[config.mk]
export PLATFORM = sky130hd
export DESIGN_NAME = cas_writer_flat
export DESIGN_NICKNAME = d
export VERILOG_FILES = /design/src/rtl/cas_writer_if.sv /design/src/rtl/cas_writer.sv /design/src/flat_wrapper.sv
export SDC_FILE = /design/constraint.sdc
export NUM_CORES = 1
export LEC_CHECK = 0
export ABC_AREA = 1
export CAP_MARGIN = 20
export CORE_MARGIN = 5
export CORE_UTILIZATION = 43
export DETAILED_ROUTE_END_ITERATION = 7
export GPL_TIMING_DRIVEN = 0
export SLEW_MARGIN = 30
export SYNTH_ARGS = -nofsm -noshare
export SYNTH_HDL_FRONTEND = slang
export SYNTH_SLANG_ARGS = --single-unit
[constraint.sdc]
create_clock -name clk_i -period 4.6 [get_ports clk_i]
set_input_delay 0.92 -clock clk_i [delete_from_list [all_inputs] [get_ports clk_i]]
set_output_delay 0.92 -clock clk_i [all_outputs]
set_load 0.02 [all_outputs]
[src/rtl/cas_writer_if.sv]
// ============================================================================
// Module   : cas_writer_if
// Brief    : CAS buffer RAM write port between the tape recorder and the spram.
// Revision : 1.0
// ============================================================================
`default_nettype none

interface cas_writer_if #(
  parameter int AW = 16
);
  logic [AW-1:0] ram_a_o;
  logic [7:0]    ram_d_o;
  logic          ram_we_o;

  modport master (output ram_a_o, ram_d_o, ram_we_o);
  modport slave  (input  ram_a_o, ram_d_o, ram_we_o);
endinterface

`default_nettype wire

[src/rtl/cas_writer.sv]
// ============================================================================
// Module   : cas_writer
// Brief    : Decodes FSK cassette-out bytes and writes them into the CAS buffer.
// Revision : 1.0
// ============================================================================
`default_nettype none

module cas_writer #(
  parameter int AW         = 16,
  parameter int CNT_W      = 16,
  parameter int PER_THRESH = 13312,
  parameter int TIMEOUT    = 40000
) (
  input  wire logic    clk_i,
  input  wire logic    reset_n_i,
  input  wire logic    clk_en_i,
  input  wire logic    record_i,
  input  wire logic    motor_i,
  input  wire logic    rewind_i,
  input  wire logic    tap_i,
  cas_writer_if.master ram,
  output logic [AW:0]  length_o,
  output logic         full_o,
  output logic         err_o,
  output logic         busy_o
);

  localparam logic [CNT_W-1:0] c_THRESH  = CNT_W'(PER_THRESH);
  localparam logic [CNT_W-1:0] c_TIMEOUT = CNT_W'(TIMEOUT);
  localparam logic [CNT_W-1:0] c_CNT_MAX = '1;

  typedef enum logic [1:0] {
    S_IDLE  = 2'd0,
    S_HUNT  = 2'd1,
    S_DATA  = 2'd2,
    S_WRITE = 2'd3
  } state_t;

  state_t          r_state, w_state_nxt;
  logic            r_tap_s1, r_tap_s2, r_tap_d;
  logic [CNT_W-1:0] r_cnt;
  logic            r_latch, w_latch_nxt;
  logic            r_first, w_first_nxt;
  logic [7:0]      r_shift, w_shift_nxt;
  logic [7:0]      r_wdata;
  logic [2:0]      r_bitcnt, w_bitcnt_nxt;
  logic            w_err_set, w_wload;
  logic [AW-1:0]   r_ptr;
  logic [AW:0]     r_len;
  logic [AW:0]     w_len_inc;
  logic            r_full, r_err;
  logic            w_rise, w_short, w_timeout, w_active, w_write;

  assign w_rise    = r_tap_s2 & ~r_tap_d;
  assign w_short   = (r_cnt < c_THRESH);
  assign w_timeout = (r_cnt >= c_TIMEOUT);
  assign w_active  = record_i & motor_i & ~r_full;
  assign w_write   = (r_state == S_WRITE) & ~rewind_i;
  assign w_len_inc = r_len + (AW+1)'(1);

  always_ff @(posedge clk_i or negedge reset_n_i) begin
    if (!reset_n_i) begin
      r_tap_s1 <= 1'b0;
      r_tap_s2 <= 1'b0;
      r_tap_d  <= 1'b0;
    end else begin
      r_tap_s1 <= tap_i;
      r_tap_s2 <= r_tap_s1;
      r_tap_d  <= r_tap_s2;
    end
  end

  // Reload to 1 when the edge cycle itself carries a tick, so periods count whole ticks.
  always_ff @(posedge clk_i or negedge reset_n_i) begin
    if (!reset_n_i) begin
      r_cnt <= '0;
    end else if (w_rise) begin
      r_cnt <= clk_en_i ? CNT_W'(1) : '0;
    end else if (clk_en_i && (r_cnt != c_CNT_MAX)) begin
      r_cnt <= r_cnt + CNT_W'(1);
    end
  end

  always_ff @(posedge clk_i or negedge reset_n_i) begin
    if (!reset_n_i) r_state <= S_IDLE;
    else            r_state <= w_state_nxt;
  end

  always_comb begin
    w_state_nxt  = r_state;
    w_latch_nxt  = r_latch;
    w_first_nxt  = r_first;
    w_shift_nxt  = r_shift;
    w_bitcnt_nxt = r_bitcnt;
    w_err_set    = 1'b0;
    w_wload      = 1'b0;
    case (r_state)
      S_IDLE: begin
        w_first_nxt = 1'b1;
        w_latch_nxt = 1'b0;
        if (w_active) w_state_nxt = S_HUNT;
      end
      S_HUNT: begin
        if (w_timeout) begin
          w_latch_nxt = 1'b0;
        end else if (w_rise) begin
          if (r_first) begin
            w_first_nxt = 1'b0;
          end else if (w_short) begin
            if (r_latch) begin
              w_latch_nxt  = 1'b0;
              w_bitcnt_nxt = 3'd0;
              w_state_nxt  = S_DATA;
            end else begin
              w_latch_nxt = 1'b1;
            end
          end else begin
            w_latch_nxt = 1'b0;
          end
        end
      end
      S_DATA: begin
        if (w_timeout) begin
          w_err_set   = 1'b1;
          w_latch_nxt = 1'b0;
          w_state_nxt = S_HUNT;
        end else if (w_rise) begin
          if (w_short && !r_latch) begin
            w_latch_nxt = 1'b1;
          end else if (!w_short && r_latch) begin
            w_err_set   = 1'b1;
            w_latch_nxt = 1'b0;
            w_state_nxt = S_HUNT;
          end else begin
            // SHORT pair completes a 1; a lone LONG is a 0.
            w_latch_nxt  = 1'b0;
            w_shift_nxt  = {r_shift[6:0], w_short};
            w_bitcnt_nxt = r_bitcnt + 3'd1;
            if (r_bitcnt == 3'd7) begin
              w_wload     = 1'b1;
              w_state_nxt = S_WRITE;
            end
          end
        end
      end
      S_WRITE: w_state_nxt = S_HUNT;
      default: w_state_nxt = S_IDLE;
    endcase
    if (!w_active || rewind_i) w_state_nxt = S_IDLE;
  end

  always_ff @(posedge clk_i or negedge reset_n_i) begin
    if (!reset_n_i) begin
      r_latch  <= 1'b0;
      r_first  <= 1'b0;
      r_shift  <= 8'h00;
      r_bitcnt <= 3'd0;
      r_wdata  <= 8'h00;
    end else begin
      r_latch  <= w_latch_nxt;
      r_first  <= w_first_nxt;
      r_shift  <= w_shift_nxt;
      r_bitcnt <= w_bitcnt_nxt;
      if (w_wload) r_wdata <= w_shift_nxt;
    end
  end

  // The pointer parks on the last address once the buffer fills.
  always_ff @(posedge clk_i or negedge reset_n_i) begin
    if (!reset_n_i) begin
      r_ptr  <= '0;
      r_len  <= '0;
      r_full <= 1'b0;
      r_err  <= 1'b0;
    end else if (rewind_i) begin
      r_ptr  <= '0;
      r_len  <= '0;
      r_full <= 1'b0;
      r_err  <= 1'b0;
    end else begin
      if (w_err_set) r_err <= 1'b1;
      if (w_write) begin
        r_len <= w_len_inc;
        if (w_len_inc[AW]) r_full <= 1'b1;
        else               r_ptr  <= r_ptr + AW'(1);
      end
    end
  end

  assign ram.ram_a_o  = r_ptr;
  assign ram.ram_d_o  = r_wdata;
  assign ram.ram_we_o = w_write;
  assign length_o     = r_len;
  assign full_o       = r_full;
  assign err_o        = r_err;
  assign busy_o       = (r_state != S_IDLE);

endmodule

`default_nettype wire

[src/flat_wrapper.sv]
// flat-port wrapper written by rule: the top's interface ports become plain ports
module cas_writer_flat 
#(
  parameter int AW         = 16,
  parameter int CNT_W      = 16,
  parameter int PER_THRESH = 13312,
  parameter int TIMEOUT    = 40000
)
  (clk_i, reset_n_i, clk_en_i, record_i, motor_i, rewind_i, tap_i, length_o, full_o, err_o, busy_o, ram_ram_a_o, ram_ram_d_o, ram_ram_we_o);
  cas_writer_if #(.AW(AW)) ram_i ();
  input  wire logic clk_i;
  input  wire logic reset_n_i;
  input  wire logic clk_en_i;
  input  wire logic record_i;
  input  wire logic motor_i;
  input  wire logic rewind_i;
  input  wire logic tap_i;
  output logic [AW:0] length_o;
  output logic full_o;
  output logic err_o;
  output logic busy_o;
  output wire logic [$bits(ram_i.ram_a_o)-1:0] ram_ram_a_o;
  output wire logic [$bits(ram_i.ram_d_o)-1:0] ram_ram_d_o;
  output wire logic [$bits(ram_i.ram_we_o)-1:0] ram_ram_we_o;
  assign ram_ram_a_o = ram_i.ram_a_o;
  assign ram_ram_d_o = ram_i.ram_d_o;
  assign ram_ram_we_o = ram_i.ram_we_o;
  cas_writer #(.AW(AW), .CNT_W(CNT_W), .PER_THRESH(PER_THRESH), .TIMEOUT(TIMEOUT)) u_core (.clk_i(clk_i), .reset_n_i(reset_n_i), .clk_en_i(clk_en_i), .record_i(record_i), .motor_i(motor_i), .rewind_i(rewind_i), .tap_i(tap_i), .ram(ram_i), .length_o(length_o), .full_o(full_o), .err_o(err_o), .busy_o(busy_o));
endmodule
==> reports/metrics.csv <==
metric;value;unit
status;finished, final reports clean;
simple-gate area share of the yosys netlist;34.6;%
final wirelength;10300;µm
met3 wire length;491;µm
RSZ-0062 raised after global routing;no;
total core area;10200;µm²
ANT nets after route;0;
DRC Markers;0;
IO buf count;51;
Synth cell types;39;
clock slew at reported path FFs;0.08;ns
Post-synth top cells;nand2_1 (156), dfrtp_1 (76), inv_1 (65), nand3_1 (55), nor2_1 (52);
worst r2r dst;u_core.length_o[14];
Static Leak;2.39;nW
dpl ws;0.919;ns
fin area;5340;µm²
Met1 Wirelength;4920;µm
I/O pin cnt;52;
clock root buffer;clkbuf_8;
hold path depth;0;
worst rel slew slack;50.5;%
Peak supply drop;0.000143;V
most common cell in the netlist;nand2_1;
per-cell routed wire length;13.3;µm
Sink Count;76;
Final min period;3.69;ns
Hold Path Class;reg2reg;
fmax;271;MHz
# rows;37;
met2 routed WL;4730;µm
cell area after synthesis;4420;µm²
total power;1.35;mW
Slew @ Worst Pin;0.736;ns
kind of critical path;in2out;
Avg Inst Size Synth;7.68;µm²
Max Slew Vio Count;0;
Chip Height;111;µm
fraction of registers with async set/reset;100;%
Clock Tree Buf Depth;2;
highest metal used;met4;
GRT Resource Usage Total;18.0;%
routability-driven placement congestion ratio;0.905;
top-area cell type share of the netlist area;43.1;%
setup bufs post-CTS;0;
Area growth, synth to finish;21.0;%
Overflow after GRT;0;
Die Wd;111;µm
initial core utilization;43.4;%
hold path start;u_core.r_tap_s1;
Synth Area in Compound Gates;9.10;%
post-route insts no fill;779;
clk_skew;0.00909;ns
initial DRC count;129;
CP Max Fanout;10;
Final Core Density;52.4;%
hold buffer count at CTS;0;
crit share post-route;80.3;%
max_cap viols;0;
hpwl dp;7610;µm
nets@finish;656;
number of global-route vias before repair;3934;
Post-synth EDFFs;0;
CP startpoint kind;primary input;
diodes inserted;0;
Post-Synth Adder-Cell Area;3.12;%
# setup viols final;0;
die footprint;12400;µm²
largest cells by area after synthesis;dfrtp_1 (43%), nand2_1 (13%), nand3_1 (6.2%);
sequential area share after synthesis;43.1;%
combinational family with the most area after synthesis;simple AND/OR/NAND/NOR gates;
largest net degree at the start of global routing;50;
DRT Pass-1 Iters;5;
final hold vios;0;
placed cells;763;
Setup TNS;0;ns
element type at the critical path end;output port;
DP Area;5120;µm²
hold_ws;0.351;ns
Data arrival, critical path;2.77;ns
r2r worst-path depth;9;
area leader, netlist;dfrtp_1;
CTS tree;built;
multiplexer share of the synthesized area;0;%
via count;3897;
Clock Latency Late Sink;0.36;ns
worst endpoint required time;3.68;ns
Post-Syn Instances;575;
TritonCTS Buffers;9;
H-tree depth;3;
reg2reg setup slack;2.62;ns
Hold Path Sink;u_core.r_tap_s2;
P per Cell Area;252;nW/µm²
Synthesized Nets;593;
share of cells above drive strength 1;9.80;%
XOR/XNOR share of the synthesized area;1.79;%
Main synth FF type;dfrtp_1;
synthesis-stage register bit count;76;
antenna violations before repair;0;
Synth Warn #;0;
post-DR vias/cell;5.00;
first-pass GRT wire length;18700;µm
slack of the critical path;0.908;ns
post-cts resize count;0;
r2r startpoint;u_core.r_state[0];
[critical path, stage by stage]
cell	delay, ns
clkdlybuf4s50_1	0.43
clkbuf_1	0.27
nor2_1	0.45
clkdlybuf4s50_1	0.70
[state kept, by name, summed over array words and instances, names as in the netlist, 2 cells and up]
name	cells
u_core.length_o	17
u_core.r_cnt	16
u_core.ram.ram_a_o	16
u_core.ram.ram_d_o	8
u_core.r_shift	7
u_core.r_bitcnt	3
u_core.r_state	2
[power breakdown]
| part | internal, mW | switching, mW | total [mW] |
|---|---|---|---|
| sequential | 0.677 | 0.0111 | 0.688 |
| clock | 0.318 | 0.254 | 0.572 |
| combinational | 0.0291 | 0.0571 | 0.0862 |
| total | 1.02 | 0.323 | 1.35 |
[layout by cell type (no fill, tap or decap), types with 11 or more instances in the layout]
cell type        instances
nand2_1                156
dfrtp_1                 76
inv_1                   65
nand3_1                 55
nor2_1                  52
clkdlybuf4s50_1         50
a21oi_1                 21
nand4_1                 20
o21ai_0                 20
nor3_1                  16
o21ai_1                 11
ha_1                    11
[how the worst max path moves through the flow]
| stage | start | endpoint | slack (ns) | depth (start not counted) |
|---|---|---|---|---|
| 6_report | rewind_i | ram_ram_we_o | 0.91 | 4 |
| 5_1_grt | rewind_i | ram_ram_we_o | 0.80 | 4 |
| 3_5_place_dp | rewind_i | ram_ram_we_o | 0.92 | 4 |
| 2_1_floorplan | rewind_i | ram_ram_we_o | 2.13 | 2 |
| 4_1_cts | rewind_i | ram_ram_we_o | 0.91 | 4 |
| 3_3_place_gp | reset_n_i | u_core.ram.ram_a_o[4] | -0.28 | 1 |
[cells by family after synthesis]
| family | count (synthesis) |
|---|---|
| AOI/OAI and AO/OA | 69 |
| DFF | 76 |
| buffers and inverters | 82 |
| and+or+nand+nor | 328 |
| xor gates and xnor gates | 9 |
| adders and majority gates | 11 |
[routing by layer]
metal	track usage (%)	vias to the layer above
met5	0	-
met4	6.81	0
met3	3.97	17
met2	29.0	71
met1	23.7	1803
li1	-	2006
[cell type report]
class,count,area [µm²]
inverters,67,251
clock buffers,11,141
fillers,995,4840
flip-flops and latches,76,1900
clock inverters,5,75.1
plain buffers,15,116
well taps,136,170
multi-input cells,417,2150
repair buffers,52,539
(Power assumes the default switching activity.)
